$ cat src/rtl/mpc_rsp_rob.sv
// mpc_rsp_rob: per-channel response reorder buffer for the multi-port cache
// return path.
//
// The channel allocates a rob_id per load in issue order. Banks return
// beats out of order, tagged {channel_id, rob_id}. Beats for other channels
// are dropped. Beats for this channel are stored in their slots. Data is
// returned to the channel strictly in allocation order.
//
// Ports:
//   clk_i, rst_i          clock, synchronous active-high reset
//   alloc_valid_i/ready_o allocation handshake; alloc_id_o = granted rob_id
//   bank_rsp_valid_i      bank beat present (no backpressure)
//   bank_rsp_i            {channel_id[1:0], rob_id[2:0], rdata[127:0]}
//   ch_rsp_valid_o/ready_i in-order response handshake; ch_rsp_o = rdata
//   count_o               allocated entries (PENDING + DONE)
//   err_o                 one-cycle pulse for a beat hitting a FREE/DONE slot
module mpc_rsp_rob #(
    parameter int unsigned ROB_SIZE   = 8,
    parameter int unsigned ROB_WIDTH  = $clog2(ROB_SIZE),
    parameter int unsigned DATA_WIDTH = 128,
    parameter logic [1:0]  CHANNEL_ID = 2'd0
) (
    input  logic                  clk_i,
    input  logic                  rst_i,
    input  logic                  alloc_valid_i,
    output logic                  alloc_ready_o,
    output logic [ROB_WIDTH-1:0]  alloc_id_o,
    input  logic                  bank_rsp_valid_i,
    input  logic [132:0]          bank_rsp_i,
    output logic                  ch_rsp_valid_o,
    input  logic                  ch_rsp_ready_i,
    output logic [DATA_WIDTH-1:0] ch_rsp_o,
    output logic [ROB_WIDTH:0]    count_o,
    output logic                  err_o
);

    typedef enum logic [1:0] {
        FREE    = 2'd0,
        PENDING = 2'd1,
        DONE    = 2'd2
    } entry_state_t;

    entry_state_t          st     [ROB_SIZE];
    entry_state_t          st_n   [ROB_SIZE];
    logic [DATA_WIDTH-1:0] data   [ROB_SIZE];
    logic [DATA_WIDTH-1:0] data_n [ROB_SIZE];

    logic [ROB_WIDTH-1:0] head;
    logic [ROB_WIDTH-1:0] tail;
    logic [ROB_WIDTH:0]   count;
    logic                 err;
    logic                 err_n;

    logic [1:0]            bank_ch;
    logic [2:0]            bank_id;
    logic [DATA_WIDTH-1:0] bank_data;
    logic [ROB_WIDTH-1:0]  bank_idx;
    logic                  bank_ours;
    logic                  bank_in_range;

    logic alloc_fire;
    logic out_fire;

    assign bank_ch       = bank_rsp_i[132:131];
    assign bank_id       = bank_rsp_i[130:128];
    assign bank_data     = bank_rsp_i[DATA_WIDTH-1:0];
    assign bank_idx      = bank_id[ROB_WIDTH-1:0];
    assign bank_ours     = bank_rsp_valid_i && (bank_ch == CHANNEL_ID);
    assign bank_in_range = (32'(bank_id) < ROB_SIZE);

    // Ready comes from the registered count only, so a full buffer stays
    // closed for the cycle in which the head drains.
    assign alloc_ready_o  = (count < (ROB_WIDTH+1)'(ROB_SIZE));
    assign alloc_id_o     = tail;
    assign ch_rsp_valid_o = (st[head] == DONE);
    assign ch_rsp_o       = data[head];
    assign count_o        = count;
    assign err_o          = err;

    assign alloc_fire = alloc_valid_i && alloc_ready_o;
    assign out_fire   = ch_rsp_valid_o && ch_rsp_ready_i;

    // The bank lookup uses the registered state, so a beat for the slot
    // being allocated this cycle sees FREE and is flagged as an error.
    always_comb begin
        st_n   = st;
        data_n = data;
        err_n  = 1'b0;
        if (bank_ours) begin
            if (bank_in_range && st[bank_idx] == PENDING) begin
                st_n[bank_idx]   = DONE;
                data_n[bank_idx] = bank_data;
            end else begin
                err_n = 1'b1;
            end
        end
        if (out_fire) begin
            st_n[head] = FREE;
        end
        if (alloc_fire) begin
            st_n[tail] = PENDING;
        end
    end

    always_ff @(posedge clk_i) begin
        if (rst_i) begin
            for (int unsigned i = 0; i < ROB_SIZE; i++) begin
                st[i]   <= FREE;
                data[i] <= '0;
            end
            head  <= '0;
            tail  <= '0;
            count <= '0;
            err   <= 1'b0;
        end else begin
            for (int unsigned i = 0; i < ROB_SIZE; i++) begin
                st[i]   <= st_n[i];
                data[i] <= data_n[i];
            end
            err <= err_n;
            if (alloc_fire) begin
                tail <= tail + ROB_WIDTH'(1);
            end
            if (out_fire) begin
                head <= head + ROB_WIDTH'(1);
            end
            case ({alloc_fire, out_fire})
                2'b10:   count <= count + (ROB_WIDTH+1)'(1);
                2'b01:   count <= count - (ROB_WIDTH+1)'(1);
                default: count <= count;
            endcase
        end
    end

endmodule

$ cat config.mk
export PLATFORM = sky130hd
export DESIGN_NAME = mpc_rsp_rob
export DESIGN_NICKNAME = d
export VERILOG_FILES = /design/src/rtl/mpc_rsp_rob.sv
export SDC_FILE = /design/constraint.sdc
export NUM_CORES = 2
export LEC_CHECK = 0
export CORE_UTILIZATION = 60
export CTS_BUF_LIST = sky130_fd_sc_hd__clkbuf_8
export CTS_CLUSTER_SIZE = 20
export DETAILED_ROUTE_END_ITERATION = 6
export GPL_ROUTABILITY_DRIVEN = 0
export PLACE_DENSITY = 0.85
export SETUP_SLACK_MARGIN = 0.4
export SLEW_MARGIN = 30
export SYNTH_ARGS = -nofsm -noshare
export SYNTH_HDL_FRONTEND = slang
export SYNTH_SLANG_ARGS = --single-unit
$ cat constraint.sdc
create_clock -name clk_i -period 3.3 [get_ports clk_i]
set_input_delay 0.99 -clock clk_i [delete_from_list [all_inputs] [get_ports clk_i]]
set_output_delay 0.99 -clock clk_i [all_outputs]
set_load 0.03 [all_outputs]
==> results.md <==
- Worst-Margin Slew: 798.0 ps
- Yosys top cell area share: 0.4601
- Rows: 100
- Crit path max-delay family: buffers and inverters
- Antenna Violating Nets Remaining: 0
- Critical-path cell list: buf_6 -> buf_12 -> buf_12 -> buf_16 -> buf_6 -> mux2i_1 -> o22a_1 -> o21ai_2 -> buf_6
- Die Area: 77330 µm²
- Synth Area per Inst: 7.747 µm²
- Largest net degree at the start of global routing: 156
- Final setup vio count: 131
- Minimum clock period: 3728 ps
- Async set-reset flop share out of synthesis: 0
- Post-synth EDFFs: 0
- Grt ovf: 0
- Critical path's most frequent cell: buf_6
- Slowest stage cell, crit path: dfxtp_4
- Synth Register Bits: 1051
- Buf/Inv on CP: 6
- H-tree level count: 4
- Setup TNS: -37600 ps
- Starting Density: 0.6102
- Clock Skew: 41.69 ps
- Setup ws final: -428.2 ps
- Final Max Slew Viols: 0
- Vias: 46434
- Area leader, netlist: dfxtp_1
- Core area: 74950 µm²
- Buffers on Ports: 275
- Clock-pin slew on the worst setup and hold paths: 50 ps
- First drt pass iteration count: 7
- Ys Warns: 0
- # nets final: 6248
- DIE HEIGHT: 278.1 µm
- Status: complete, but fails checks
- Num CTS Buffers: 168
- # fillers: 4474
- Kind of critical path: reg -> out
- Synthesis-to-finish area growth: 26.77%
- Relative slew margins: 0.4680
- # DRC: 16
- Vias in the first global route: 44726
- Syn_nets: 6046
- Netlist Area Pre-Place: 45730 µm²
- WL per Instance: 22.77 µm
- Post-Route Utilization: 0.7735
- Type of origin of the critical path: register
- Drt first-iter violations: 7245
- Max Freq: 0.2682 GHz
- Post-cts hold buffer count: 0
- Required time of the critical path: 2310 ps
- TritonCTS sink count: 1051
- RSZ-0062 raised after global routing: true
- Failing checks: DRC, setup timing
- Top cells by area, synth: dfxtp_1 46%, nand2_1 17%, a21oi_1 13%, mux2i_1 4.9%, mux2_2 3.9%
- Pwr dens: 427.4 nW/µm²
- CTS tree: built
- Most frequent cell after synthesis: nand2_1
- CP Capture Type: output pin
- Max Cap Viol: 0
- Crit path max fanout: 7
- Worst Hold Class: reg -> reg
- Share of post-route cells with drive strength above 1: 0.1970
- Number of distinct library cells after synthesis: 54
- Final period utilization: 1.130
- Lkg Pwr: 19.31 nW
- Total GRT Usage: 0.3918
- Die X: 278.1 µm
- Placement Setup Slack: -77.75 ps
- Detailed placement HPWL: 81.59 mm
- Drt via density: 6.448
- Max Buffers Root-to-Sink: 3
- Total power draw: 0.02478 W
- Sequential fraction of the synthesis area: 0.4601
- Clk Latency, worst-skew pair: 860 ps
- Synth top cells by count: 2064 x nand2_1, 1151 x a21oi_1, 1051 x dfxtp_1, 360 x clkbuf_1, 224 x mux2i_1
- First-pass GRT wire length: 242.5 mm
- Max incr delay on CP: 410 ps
- Initial antenna violation count: 6
- Final WL: 163.9 mm
- Mapped Cells: 5903
- Final hold violations: 0
- VDD IR max: 339.0 µV
- Prevailing post-synth register cell: dfxtp_1
- # IOs: 276
- Root buffer cell: clkbuf_8
- Crit path DAT: 2740 ps
timing repair:
action,in CTS,in global routing
pin swaps,97,140
setup buffers,123,30
endpoints found under the setup margin,137,134
gates resized for setup,386,155
cloned,30,12
sequential cells by signal, indices dropped and copies added, names as in the netlist:
register / flops
head: 3
st: 16
err_o: 1
alloc_id_o: 3
data: 1024
count_o: 4
final timing paths:
check,start,end,slack (ps),depth (start not counted)
min reg2reg,data[1008]$_SDFFE_PP0P_,data[1008]$_SDFFE_PP0P_,450,2
min,data[1008]$_SDFFE_PP0P_,data[1008]$_SDFFE_PP0P_,450,2
max reg2reg,head[0]$_SDFFE_PP0N_,count_o[2]$_SDFFE_PP0P_,-80,21
max,head[0]$_SDFFE_PP0N_,ch_rsp_o[29],-430,9
cell usage in the layout, fill, tap and decap left out, types with 12 or more instances in the layout:
master	n
nand2_1	2062
a21oi_1	1132
dfxtp_1	1046
mux2i_1	217
clkbuf_8	207
buf_4	157
buf_6	141
buf_12	138
clkdlybuf4s50_1	137
o22a_1	127
a22oi_2	122
nor2_1	115
o21ai_2	108
mux2_2	84
mux2_4	76
inv_1	72
buf_16	34
a22oi_1	23
a21oi_2	20
bufbuf_16	13
buf_8	13
o21ai_1	12
cell families (layout without fill, tap and decap cells):
kind of cell,after synthesis,count (layout),synth area share
fa+ha+maj,5,5,0.001368
xor+xnor,4,4,0.0007662
buf+inv,629,953,0.06457
flops,1051,1051,0.4601
compound gates,1577,1577,0.1932
other cells,0,5,0
simple gates,2248,2248,0.1892
mux,389,389,0.09089
routing by layer:
layer	routed length, µm	global-route usage	up-vias
met1	58800	0.4834	21737
met5	36	0	-
met3	21130	0.08739	922
met2	74220	0.6319	3637
li1	-	-	20132
met4	9757	0.2223	6
per-stage QoR:
step | instances | cell area, µm² | hold WS (ps)
after floorplan | 5903 | 46130 | 427.0
after global placement | 6709 | 49870 | 432.9
after detailed placement | 6709 | 49870 | 439.8
after CTS | 7154 | 56730 | 448.5
after global routing | 7199 | 57970 | 460.1
final | 7201 | 57970 | 449.4
worst reg2reg max path, delay by kind of cell, from the launching register on:
family / cells / cell delay (ps)
compound gates: 3 / 210
xor+xnor: 2 / 290
mux: 1 / 330
buf+inv: 10 / 1170
fa+ha+maj: 2 / 350
simple gates: 3 / 630
flops: 1 / 380
cell type report:
class                   count  area [µm²]  area share
repair buffers            652        8802      0.1518
well taps                 969        1212     0.02091
diodes                      5       12.51   0.0002158
clock buffers             207        2849     0.04914
multi-input cells        4223       23530      0.4059
flip-flops and latches   1051       21050      0.3632
inverters                   9       33.78   0.0005827
clock inverters            85       478.0    0.008244
where the power goes:
part           switching [W]  leakage, nW  internal, W
combinational       0.000556         8.90     0.000271
clock                0.00529         1.94      0.00594
sequential         0.0000185         8.47       0.0127
Note: power is estimated with default switching activity, not from simulation.
